## src/rtl/comparador_pkg.sv

```systemverilog
// comparador_pkg: shared state and result encodings for the serial comparator
package comparador_pkg;
    typedef enum logic [1:0] {IDLE = 2'b00, SHIFT = 2'b01, DONE = 2'b10} state_t;
    typedef enum logic [1:0] {EQ = 2'b00, GT = 2'b01, LT = 2'b10} res_t;
endpackage

```

## src/rtl/celda_comparador.sv

```systemverilog
// celda_comparador: per-bit update of the running comparison result
module celda_comparador
    import comparador_pkg::*;
(
    input  logic a_i,
    input  logic b_i,
    input  res_t res,
    output res_t res_n
);
    assign res_n = (a_i & ~b_i) ? GT : (~a_i & b_i) ? LT : res;
endmodule

```

## src/rtl/comparador_serial.sv

```systemverilog
// comparador_serial: LSB-first bit-serial unsigned magnitude comparator
module comparador_serial
    import comparador_pkg::*;
#(
    parameter int N = 8
) (
    input  logic         clk,
    input  logic         reset,
    input  logic         start,
    input  logic [N-1:0] wordA,
    input  logic [N-1:0] wordB,
    output logic         busy,
    output logic         done,
    output logic         gt,
    output logic         eq,
    output logic         lt
);
    localparam int CW = $clog2(N);
    state_t        state, state_n;
    res_t          res, res_n;
    logic [CW-1:0] cnt;
    logic [N-1:0]  sa, sb;
    logic          load, last;
    assign last = cnt == CW'(N - 1);
    assign busy = state == SHIFT;
    assign done = state == DONE;
    celda_comparador u_celda (.a_i(sa[0]), .b_i(sb[0]), .res(res), .res_n(res_n));
    always_comb begin
        load    = (state != SHIFT) && start;
        state_n = load ? SHIFT : (state == SHIFT) ? (last ? DONE : SHIFT) : IDLE;
    end
    always_ff @(posedge clk or posedge reset) begin
        if (reset) state <= IDLE;
        else       state <= state_n;
    end
    // Outputs only move on the edge that enters DONE, so they hold through IDLE and SHIFT
    always_ff @(posedge clk or posedge reset) begin
        if (reset) begin
            sa  <= '0;
            sb  <= '0;
            cnt <= '0;
            res <= EQ;
            gt  <= 1'b0;
            eq  <= 1'b1;
            lt  <= 1'b0;
        end else if (load) begin
            sa  <= wordA;
            sb  <= wordB;
            cnt <= '0;
            res <= EQ;
        end else if (state == SHIFT) begin
            sa  <= sa >> 1;
            sb  <= sb >> 1;
            res <= res_n;
            cnt <= last ? cnt : cnt + 1'b1;
            if (last) begin
                gt <= res_n == GT;
                eq <= res_n == EQ;
                lt <= res_n == LT;
            end
        end
    end
endmodule
```

## config.mk

```make
export PLATFORM = sky130hd
export DESIGN_NAME = comparador_serial
export DESIGN_NICKNAME = d
export VERILOG_FILES = /design/src/rtl/comparador_pkg.sv /design/src/rtl/celda_comparador.sv /design/src/rtl/comparador_serial.sv
export SDC_FILE = /design/constraint.sdc
export NUM_CORES = 1
export LEC_CHECK = 0
export CORE_UTILIZATION = 45
export CTS_BUF_LIST = sky130_fd_sc_hd__clkbuf_8
export DETAILED_ROUTE_END_ITERATION = 10
export PLACE_DENSITY = 0.77
export REMOVE_ABC_BUFFERS = 1
export SYNTH_ARGS = -nofsm -noshare
export SYNTH_HDL_FRONTEND = slang
export SYNTH_SLANG_ARGS = --single-unit
```

## constraint.sdc

```tcl
create_clock -name clk -period 3.3 [get_ports clk]
set_input_delay 0.66 -clock clk [delete_from_list [all_inputs] [get_ports clk]]
set_output_delay 0.66 -clock clk [all_outputs]
set_load 0.1 [all_outputs]
```

== Word-level counts from Yosys, hierarchy flattened ==
Index checks and enable logic that the tools add are counted.

* Eq/ne operators: 7
* Muxes and demuxes: 14
* Bitwise operators: 5
* Add/subtract/negate cells: 1
* Reductions and logical operators: 5

{| class="wikitable"
|+ Operators by type and width
! operator !! number
|-
| 2-to-1 mux 8 bit || 4
|-
| 2-to-1 mux 2 bit || 7
|-
| 2-to-1 mux 3 bit || 3
|-
| equality test 2 x 1 -> 1 bit, second input constant || 2
|-
| equality test 2 bit, second input constant || 2
|-
| adder 3 x 1 -> 3 bit, second input constant || 1
|-
| equality test 3 bit, second input constant || 1
|-
| inverter 1 bit || 3
|-
| AND reduction 3 bit || 1
|-
| AND 1 bit || 2
|-
| logical NOT 2 bit || 1
|-
| inequality test 2 x 1 -> 1 bit, second input constant || 1
|-
| inequality test 2 bit, second input constant || 1
|-
| AND reduction 2 bit || 1
|-
| nonzero test 2 bit || 1
|-
| logical AND 1 bit || 1
|}

* Word-level logic and storage cells: 40
* Output and inout port bits: 5
* Register bits: 26

== Logic depth before layout (Yosys ltp) ==
Gate-level depths: netlist (run 1).

* Depth after elaboration: 6
* Depth in mapped cells: 5
* Gate-level depth less buffers: 5

== Modules after synthesis ==
From an unflattened synthesis (run 1), not the netlist that was laid out.

* Cells, all modules: 112
* Area total of the unflattened synthesis: 1209.9 um^2

{| class="wikitable"
|+ Modules (own cells, without submodules)
! module !! times used !! seq. area each (um^2) !! cells an instance !! area each (um^2)
|-
| comparador_serial || 1 || 651.9 || 107 || 1182.4
|-
| celda_comparador || 1 || 0.0 || 5 || 27.5
|}

== Least setup slack after synthesis (run 1) ==
Ideal clock, no wire load.

* Path type: reg-to-output
* From: register state[1]
* To: output done
* Path buffers: 0
* Data arrival time: 1743 ps
* Cell stages (with the launch flop): 2
* Slack: 897 ps
* Cells stage by stage: dfrtp_1 > nor2b_1

* Longest elaborated chain between the ends: 1

{| class="wikitable"
|+ RTL lines
! what !! RTL line !! source
|-
| from (decl) || comparador_serial.sv:19 || <nowiki>state_t state, state_n;</nowiki>
|-
| from (signal assigned) || comparador_serial.sv:34 || <nowiki>else state <= state_n;</nowiki>
|-
| equality test 2 bit || comparador_serial.sv:26 || <nowiki>assign done = state == DONE;</nowiki>
|-
| to (decl) || comparador_serial.sv:13 || <nowiki>output logic done,</nowiki>
|}

Every way passes these cells.

== Worst setup path after layout (run 1) ==
* From: register state[0]
* To: output busy

* Longest elaborated chain between the ends: 1

{| class="wikitable"
|+ RTL lines
! what !! RTL line !! source
|-
| equality test 2 x 1 -> 1 bit || comparador_serial.sv:25 || <nowiki>assign busy = state == SHIFT;</nowiki>
|-
| to (decl) || comparador_serial.sv:12 || <nowiki>output logic busy,</nowiki>
|}

Every way passes these cells.

==> results of run 1 <==
worst paths after layout:
| path | start | endpoint | depth (start not counted) | slack [ns] |
|---|---|---|---|---|
| min reg2reg | lt | lt | 2 | 0.49 |
| max | state[0] | busy | 3 | 1.16 |
| max in group asynchronous | reset | sa[0] | 2 | 1.80 |
| min in group asynchronous | reset | sa[6] | 2 | 0.92 |
| max reg2reg | cnt[0] | cnt[0] | 5 | 1.74 |
| min | lt | lt | 2 | 0.49 |
Yosys cell counts:
library cell | number | share of area [%]
nor3b_1 | 1 | 0.60
xor2_1 | 1 | 0.70
o21ai_1 | 14 | 5.6
a22o_1 | 4 | 2.8
dfstp_2 | 1 | 2.1
o21ai_2 | 1 | 0.70
nand2_1 | 18 | 5.4
nor2b_1 | 2 | 1.0
buf_4 | 4 | 2.4
ha_1 | 2 | 2.0
a21oi_1 | 1 | 0.40
buf_2 | 1 | 0.40
inv_1 | 4 | 1.2
o21ai_0 | 2 | 0.80
o41ai_2 | 1 | 1.3
dfrtp_1 | 25 | 50
inv_2 | 1 | 0.30
o31ai_1 | 1 | 0.60
buf_6 | 2 | 1.8
nor2_1 | 4 | 1.2
nor2b_4 | 2 | 2.2
mux2_2 | 1 | 0.90
maj3_2 | 1 | 0.90
mux2i_1 | 16 | 13
o21a_1 | 1 | 0.60
nand3b_2 | 1 | 0.90
o22ai_1 | 1 | 0.50
logic make-up (layout without fill, tap and decap cells):
| kind of cell | count (synthesis) | after routing |
|---|---|---|
| fa+ha+maj | 3 | 3 |
| buf+inv | 12 | 34 |
| compound gates | 26 | 26 |
| simple gates | 28 | 28 |
| mux | 17 | 17 |
| xor+xnor | 1 | 1 |
| flops | 26 | 26 |
power groups by stage:
stage | sequential [mW] | combinational, mW | clock, mW
after global placement | 0.546 | 0.591 | 0
after global routing | 0.568 | 0.664 | 0.222
after detailed placement | 0.555 | 0.615 | 0
final | 0.548 | 0.607 | 0.200
after floorplan | 0.664 | 0.350 | 0
after CTS | 0.549 | 0.618 | 0.209
metrics by stage:
| stage | hold WS [ns] | total power [mW] | setup WS [ns] | std cells |
|---|---|---|---|---|
| 2_1_floorplan | 0.455 | 1.01 | 0.897 | 106 |
| 3_3_place_gp | 0.463 | 1.14 | 1.14 | 161 |
| 3_5_place_dp | 0.475 | 1.17 | 1.09 | 161 |
| 4_1_cts | 0.489 | 1.38 | 1.13 | 165 |
| 5_1_grt | 0.514 | 1.45 | 1.07 | 165 |
| 6_report | 0.487 | 1.36 | 1.16 | 165 |
layout make-up:
cell class / instances / area (um^2) / area share [%]
clock buffer: 4 / 55.1 / 3.62
inverter: 5 / 18.8 / 1.23
multi-input combinational: 75 / 524 / 34.5
sequential: 26 / 652 / 42.9
tap: 30 / 37.5 / 2.47
timing repair buffer: 25 / 233 / 15.3
routing by layer:
layer / share of wire (%) / vias up / track usage (%)
li1: - / 429 / -
met3: 3.1 / 0 / 3.33
met4: 0 / 0 / 5.13
met5: 0 / - / 0
met1: 45 / 430 / 19.3
met2: 52 / 18 / 29.7
worst reg2reg max path: stages (launching register included):
cell	delay, ns
dfrtp_1	0.40
ha_1	0.21
ha_1	0.23
nand3b_2	0.20
o21ai_2	0.11
mux2_2	0.29
flip-flops by register name (all words and copies together) (netlist names):
| signal | flops |
|---|---|
| lt | 1 |
| gt | 1 |
| eq | 1 |
| state | 2 |
| sb | 8 |
| sa | 8 |
| res | 2 |
| cnt | 3 |
==> out/metrics.cfg, run 1 <==
[final_layout]
nNetsFinal = 157
fillers = 213
utilization_pct = 59.7
diodes = 0
drive_above_1_share_pct = 14.8
fin_area_mm2 = 0.00152
final_cell_mix = 25 x dfrtp_1, 18 x nand2_1, 18 x clkdlybuf4s50_1
synthToLayoutAreaGrowth_pct = 21.4
final_common_cell = dfrtp_1

[setup_path]
max_stage_delay_ns = 0.39
path_max_fanout = 36
crit_slowest_cell = dfrtp_1
cpLargestDelayFamily = buffers and inverters
worstSetupStartpointType = flip-flop
end_kind = primary output
crit_arrival_ns = 1.48
cp.buffers_inverters = 2
cpMostUsedCell = buf_4
crit_required_ns = 2.64
worstPathCellList = nor2b_4 -> buf_4 -> buf_4
worstSetupPathType = reg -> out

[logic_synthesis]
synthMuxAreaShare_pct = 13.7
ys_seq_elements = 26
synth_xor_area_share_pct = 0.699
synth_compound_area_share_pct = 13.3
synth_top_family_by_area = multiplexers
yosysWarnings = 0
avgSynthCellArea_um2 = 11.1
netlist-cell-type-count = 27
synth-simple-area-share_pct = 11.3
syn_area_mm2 = 0.00125
synth_fa_ha_area_share_pct = 2.90
ys_seq_area_share_pct = 52.0
synth_cells = 113

[sta]
rsz0062_at_grt = false
fin_setup_tns_ns = 0
fin_crit_sh_pct = 64.9
timing_hold_violations_final = 0
finClkSkew_ns = 0.000723
setup_viol = 0
layout_min_cycle_time_ns = 2.14
maxSlewHeadroom_pct = 35.1
tightest_slew_ns = 0.973
fmax_mhz = 467
drv_slew = 0

[clock_network]
tritoncts = yes
cts-root-buf = clkbuf_8
cts_made_buffers = 3
h-tree-depth = 1
cts.clk_slew.worst_paths_ns = 0.08
cts_resized = 0
cts_setup_buffers = 0
clock_latency_ns = 0.26
postCtsHoldBufs = 0
clock-sinks = 26
cts_buffer_depth = 2

[pwr]
peakVddDrop_v = 0.000575
leakage_nw = 0.734
seqPwrFrac_pct = 40.5
intPower_mw = 0.783
p_sw_share_pct = 42.2
combPwrFrac_pct = 44.8
clockPowerShare_pct = 14.8
power_density_mw_per_mm2 = 892
p_switching_mw = 0.572

[global_routing]
track_usage_pct = 16.5
grt_pass1_wl_mm = 3.50
gr-total-overflow = 0
grt_max_degree = 37
grt_pass1_vias = 861
antenna_found_initial = 0

[floorplan]
io_pins = 24
die_area_mm2 = 0.00300
initial_core_util_pct = 49.2
die_w_um = 54.8
core-area_mm2 = 0.00254
die_y_um = 54.8
rows = 18

[detailed_routing]
drtIter0Drc = 9
route.detailed.drc = 0
wire_per_inst_um = 13.1
drtPass1Iterations = 4
viasPerCell = 5.32
route.vias.total = 877
routed_wl_mm = 2.16
ant_nets = 0

[placed_design]
placement.io_buffers = 23
placed_area_mm2 = 0.00147
dp_hpwl_mm = 1.57
place.gp.congestion = 0.753

[hold_path]
hold_path.class = reg -> reg

[outcome]
status = finished clean

[run]
cap_violations = 0

Power figures use the tool's default switching activity.
==> inputs of run 2 (changes only) <==
clock period = 2.2 ns   (was 3.3 ns; I/O delays follow)
==> run 2 against run 1 <==
Compared with the run above: cell count grew 0.61%; global-route usage is 0.35 points lower; via count shrank 1.7%; highest routed layer unchanged; die area is the same; total power increased by 52%; wire length fell by 3.2%; sequential cell count unchanged; setup slack got worse by 0.61 ns; design area rose by 1.3%.
==> out/metrics.cfg, run 2 (synthesized netlist as in run 1, its figures left out) <==
[final_layout]
fin_area_mm2 = 0.00154
utilization_pct = 60.5
final_cell_mix = 25 x dfrtp_1, 18 x nand2_1, 18 x clkdlybuf4s50_1
synthToLayoutAreaGrowth_pct = 23.0
diodes = 0
final_cells = 166
drive_above_1_share_pct = 15.4
final_common_cell = dfrtp_1
fillers = 220
nNetsFinal = 158
largest_registers = sa: 8 flops, sb: 8 flops, cnt: 3 flops

[sta]
layout_min_cycle_time_ns = 1.66
tightest_slew_ns = 0.325
rsz0062_at_grt = false
timing_hold_violations_final = 0
fmax_mhz = 603
whs_ns = 0.490
setup_viol = 0
drv_slew = 0
finClkSkew_ns = 0.00663
maxSlewHeadroom_pct = 78.3
fin_setup_tns_ns = 0
fin_crit_sh_pct = 75.3

[clock_network]
clock-sinks = 26
cts_made_buffers = 3
tritoncts = yes
cts_setup_buffers = 0
postCtsHoldBufs = 0
cts_buffer_depth = 2
cts.clk_slew.worst_paths_ns = 0.09
clock_latency_ns = 0.27
cts_resized = 0
cts-root-buf = clkbuf_8
h-tree-depth = 1

[setup_path]
path_max_fanout = 11
cpLargestDelayFamily = flip-flops
crit_end = busy
worstPathCellList = nor2b_4 -> buf_12
crit_slowest_cell = dfrtp_1
crit_arrival_ns = 1.22
end_kind = primary output
rrSetupSlack_ns = 0.64
worstSetupPathType = reg -> out
worstSetupStartpointType = flip-flop
regToRegEndpoint = cnt[0]
cp.depth = 2
max_stage_delay_ns = 0.38
critPathLaunch = state[0]
rr_startpoint = cnt[0]
crit_required_ns = 1.76
ff2ff_path_depth = 5
cp.buffers_inverters = 1

[hold_path]
hold_path.class = reg -> reg

[floorplan]
rows = 18
die_w_um = 54.8
core-area_mm2 = 0.00254
io_pins = 24
die_area_mm2 = 0.00300
initial_core_util_pct = 49.2
die_y_um = 54.8

[placed_design]
dp_hpwl_mm = 1.54
placement.io_buffers = 23
placed_area_mm2 = 0.00149
dp_cells = 162
place.gp.congestion = 0.758

[pwr]
leakage_nw = 0.744
intPower_mw = 1.20
combPwrFrac_pct = 45.5
p_sw_share_pct = 41.9
p_switching_mw = 0.863
peakVddDrop_v = 0.00104
clockPowerShare_pct = 14.6
power_density_mw_per_mm2 = 1340
seqPwrFrac_pct = 39.9

[detailed_routing]
drtPass1Iterations = 5
drtIter0Drc = 12
route.detailed.drc = 0
route.vias.total = 862
wire_per_inst_um = 12.6
ant_nets = 0
routed_wl_mm = 2.09
viasPerCell = 5.19

[global_routing]
gr-total-overflow = 0
antenna_found_initial = 0
grt_pass1_vias = 808
grt_pass1_wl_mm = 3.44
grt_max_degree = 27
track_usage_pct = 16.2

[outcome]
status = finished clean

[run]
cap_violations = 0

-- run 2: cell count changes in the layout (fill, tap and decap cells not counted), sizes merged --
cell,previous run,this run
buf,7,8
-- run 2: cell type report --
cell class	instances	area, um^2	area share [%]
Inverter	5	18.8	1.22
Clock buffer	4	55.1	3.57
Tap cell	30	37.5	2.44
Multi-Input combinational cell	75	524	34.0
Timing Repair Buffer	26	253	16.4
Sequential cell	26	652	42.3
-- run 2: worst min-delay path, delay by kind of cell, from the launching register on --
kind,cells,cell delay (ns)
simple gates,1,0.05
flops,1,0.35
compound gates,1,0.06
-- run 2: power by group through the flow --
stage | combinational (mW) | sequential [mW] | clock, mW
floorplan | 0.524 | 0.996 | 0
global placement | 0.913 | 0.821 | 0
detailed placement | 0.952 | 0.830 | 0
CTS | 0.953 | 0.824 | 0.312
global route | 1.03 | 0.853 | 0.329
finish | 0.939 | 0.822 | 0.300
-- run 2: per-stage QoR --
stage / total power [mW] / worst slack, ns
after floorplan: 1.52 / 0.0174
after global placement: 1.73 / 0.505
after detailed placement: 1.78 / 0.463
after CTS: 2.09 / 0.520
after global routing: 2.21 / 0.461
final: 2.06 / 0.543
-- run 2: worst min path at each step --
| stage | startpoint | end | slack, ns | cells after the start |
|---|---|---|---|---|
| 2_1_floorplan | sa[1] | sa[0] | 0.45 | 2 |
| 3_3_place_gp | sa[1] | sa[0] | 0.46 | 2 |
| 3_5_place_dp | eq | eq | 0.47 | 2 |
| 4_1_cts | eq | eq | 0.50 | 2 |
| 5_1_grt | sa[3] | sa[2] | 0.52 | 2 |
| 6_report | gt | gt | 0.49 | 2 |
-- run 2: per-layer routing --
metal / share of wire (%) / vias up / track usage, %
li1: - / 432 / -
met1: 47 / 408 / 20.4
met2: 49 / 22 / 27.1
met3: 4.0 / 0 / 3.61
met4: 0 / 0 / 5.13
met5: 0 / - / 0
==> inputs of run 3 (changes only) <==
PLACE_DENSITY = 0.79   (was 0.77)
clock period = 1.4 ns   (was 2.2 ns; I/O delays follow)
==> run 3 against run 2 <==
Compared with the run above: design area increased by 7.8%; cell count grew 4.8%; clock skew down 0.0037 ns; critical endpoint unchanged; largest cell class unchanged.
==> out/metrics.cfg, run 3 (synthesized netlist as in run 1, its figures left out) <==
[outcome]
status = finished clean

[placed_design]
placement.io_buffers = 23
place.gp.congestion = 0.773
dp_hpwl_mm = 1.71
dpl_worst_slack_ns = -0.0605

[sta]
whs_ns = 0.332
maxSlewHeadroom_pct = 82.3
fin_crit_sh_pct = 97.6
tightest_slew_ns = 0.265
finClkSkew_ns = 0.00294
setup_slack_ns = 0.0338
drv_slew = 0
rsz0062_at_grt = true
fin_setup_tns_ns = 0
fmax_mhz = 732
timing_hold_violations_final = 0
setup_viol = 0
layout_min_cycle_time_ns = 1.37

[final_layout]
nNetsFinal = 166
drive_above_1_share_pct = 21.5
utilization_pct = 65.2
largest_registers = sa: 8 flops, sb: 8 flops, cnt: 3 flops
fillers = 209
diodes = 0
final_cell_mix = 25 x dfrtp_1, 18 x nand2_1, 18 x clkdlybuf4s50_1
final_common_cell = dfrtp_1
synthToLayoutAreaGrowth_pct = 32.6

[detailed_routing]
wl_met1_mm = 1.02
routed.top_layer = met4
drtIter0Drc = 11
wire_per_inst_um = 12.9
met3_length_um = 83
drtPass1Iterations = 4
wl_met2_mm = 1.09
route.detailed.drc = 0
routed_wl_mm = 2.24
route.vias.total = 889
ant_nets = 0
viasPerCell = 5.11

[floorplan]
io_pins = 24
die_w_um = 54.8
die_y_um = 54.8
rows = 18
die_area_mm2 = 0.00300
core-area_mm2 = 0.00254
initial_core_util_pct = 49.2

[setup_path]
path_max_fanout = 3
crit_arrival_ns = 1.09
worstPathCellList = nor2b_4 -> buf_12
max_stage_delay_ns = 0.40
worstSetupStartpointType = flip-flop
crit_slowest_cell = dfrtp_1
cp.buffers_inverters = 1
crit_required_ns = 1.12
end_kind = primary output
worstSetupPathType = reg -> out
cpLargestDelayFamily = flip-flops

[clock_network]
h-tree-depth = 1
clock_latency_ns = 0.26
tritoncts = yes
clock-sinks = 26
cts-root-buf = clkbuf_8
cts_made_buffers = 3
cts_buffer_depth = 2
cts.clk_slew.worst_paths_ns = 0.08
postCtsHoldBufs = 0

[pwr]
leakage_nw = 0.794
seqPwrFrac_pct = 38.4
peakVddDrop_v = 0.00148
combPwrFrac_pct = 49.7
clockPowerShare_pct = 11.9
p_switching_mw = 1.42
power_density_mw_per_mm2 = 2080
p_sw_share_pct = 41.1
intPower_mw = 2.04

[global_routing]
track_usage_pct = 18.3
grt_pass1_vias = 936
gr-total-overflow = 0
antenna_found_initial = 0
grt_pass1_wl_mm = 3.77
grt_max_degree = 18

[hold_path]
hold_path.class = in -> async

[run]
cap_violations = 0

-- run 3: final timing paths --
check | slack, ns | cells past startpoint | to | start
max in group asynchronous | 0.84 | 3 | state[0] | reset
worst max-delay path | 0.03 | 2 | busy | state[0]
worst min-delay path | 0.33 | 3 | sa[3] | reset
min in group clk | 0.49 | 2 | sb[6] | sb[7]
worst max register to register | 0.08 | 5 | cnt[0] | cnt[0]
worst min register to register | 0.49 | 2 | sb[6] | sb[7]
-- run 3: area by class of cell --
type | instances | area (um^2) | share of cell area (%)
Sequential cell | 26 | 652 | 39.3
Multi-Input combinational cell | 75 | 532 | 32.0
Timing Repair Buffer | 34 | 375 | 22.6
Clock buffer | 3 | 41.3 | 2.49
Tap cell | 30 | 37.5 | 2.26
Inverter | 5 | 18.8 | 1.13
Clock inverter | 1 | 3.75 | 0.226
-- run 3: stage by stage --
step                      total power [mW]  instances  instance area (um^2)
after floorplan                       2.39        106                  1190
final                                 3.46        174                  1660
after detailed placement              3.01        168                  1590
after CTS                             3.45        173                  1650
after global placement                2.93        168                  1590
after global routing                  3.68        174                  1660
-- run 3: worst min-delay path, stage by stage --
cell,delay (ns)
clkdlybuf4s50_1,0.41
inv_1,0.08
buf_4,0.17
-- run 3: metal layers --
layer / track usage [%] / vias to the layer above
met1: 21.9 / 414
met2: 31.9 / 26
li1: - / 445
met5: 0 / -
met3: 2.78 / 4
met4: 8.55 / 0
-- run 3: power groups by stage --
| stage | Clock, mW | Combinational, mW | Sequential (mW) |
|---|---|---|---|
| finish | 0.410 | 1.72 | 1.33 |
| global route | 0.452 | 1.86 | 1.37 |
| CTS | 0.423 | 1.71 | 1.32 |
| detailed placement | 0 | 1.67 | 1.34 |
| global placement | 0 | 1.62 | 1.31 |
| floorplan | 0 | 0.824 | 1.56 |
-- run 3: timing repair --
action,4_1_cts,5_1_grt
endpoints found under the setup margin,1,5
setup buffers,1,1
gates resized for setup,0,3
pin swaps,0,1
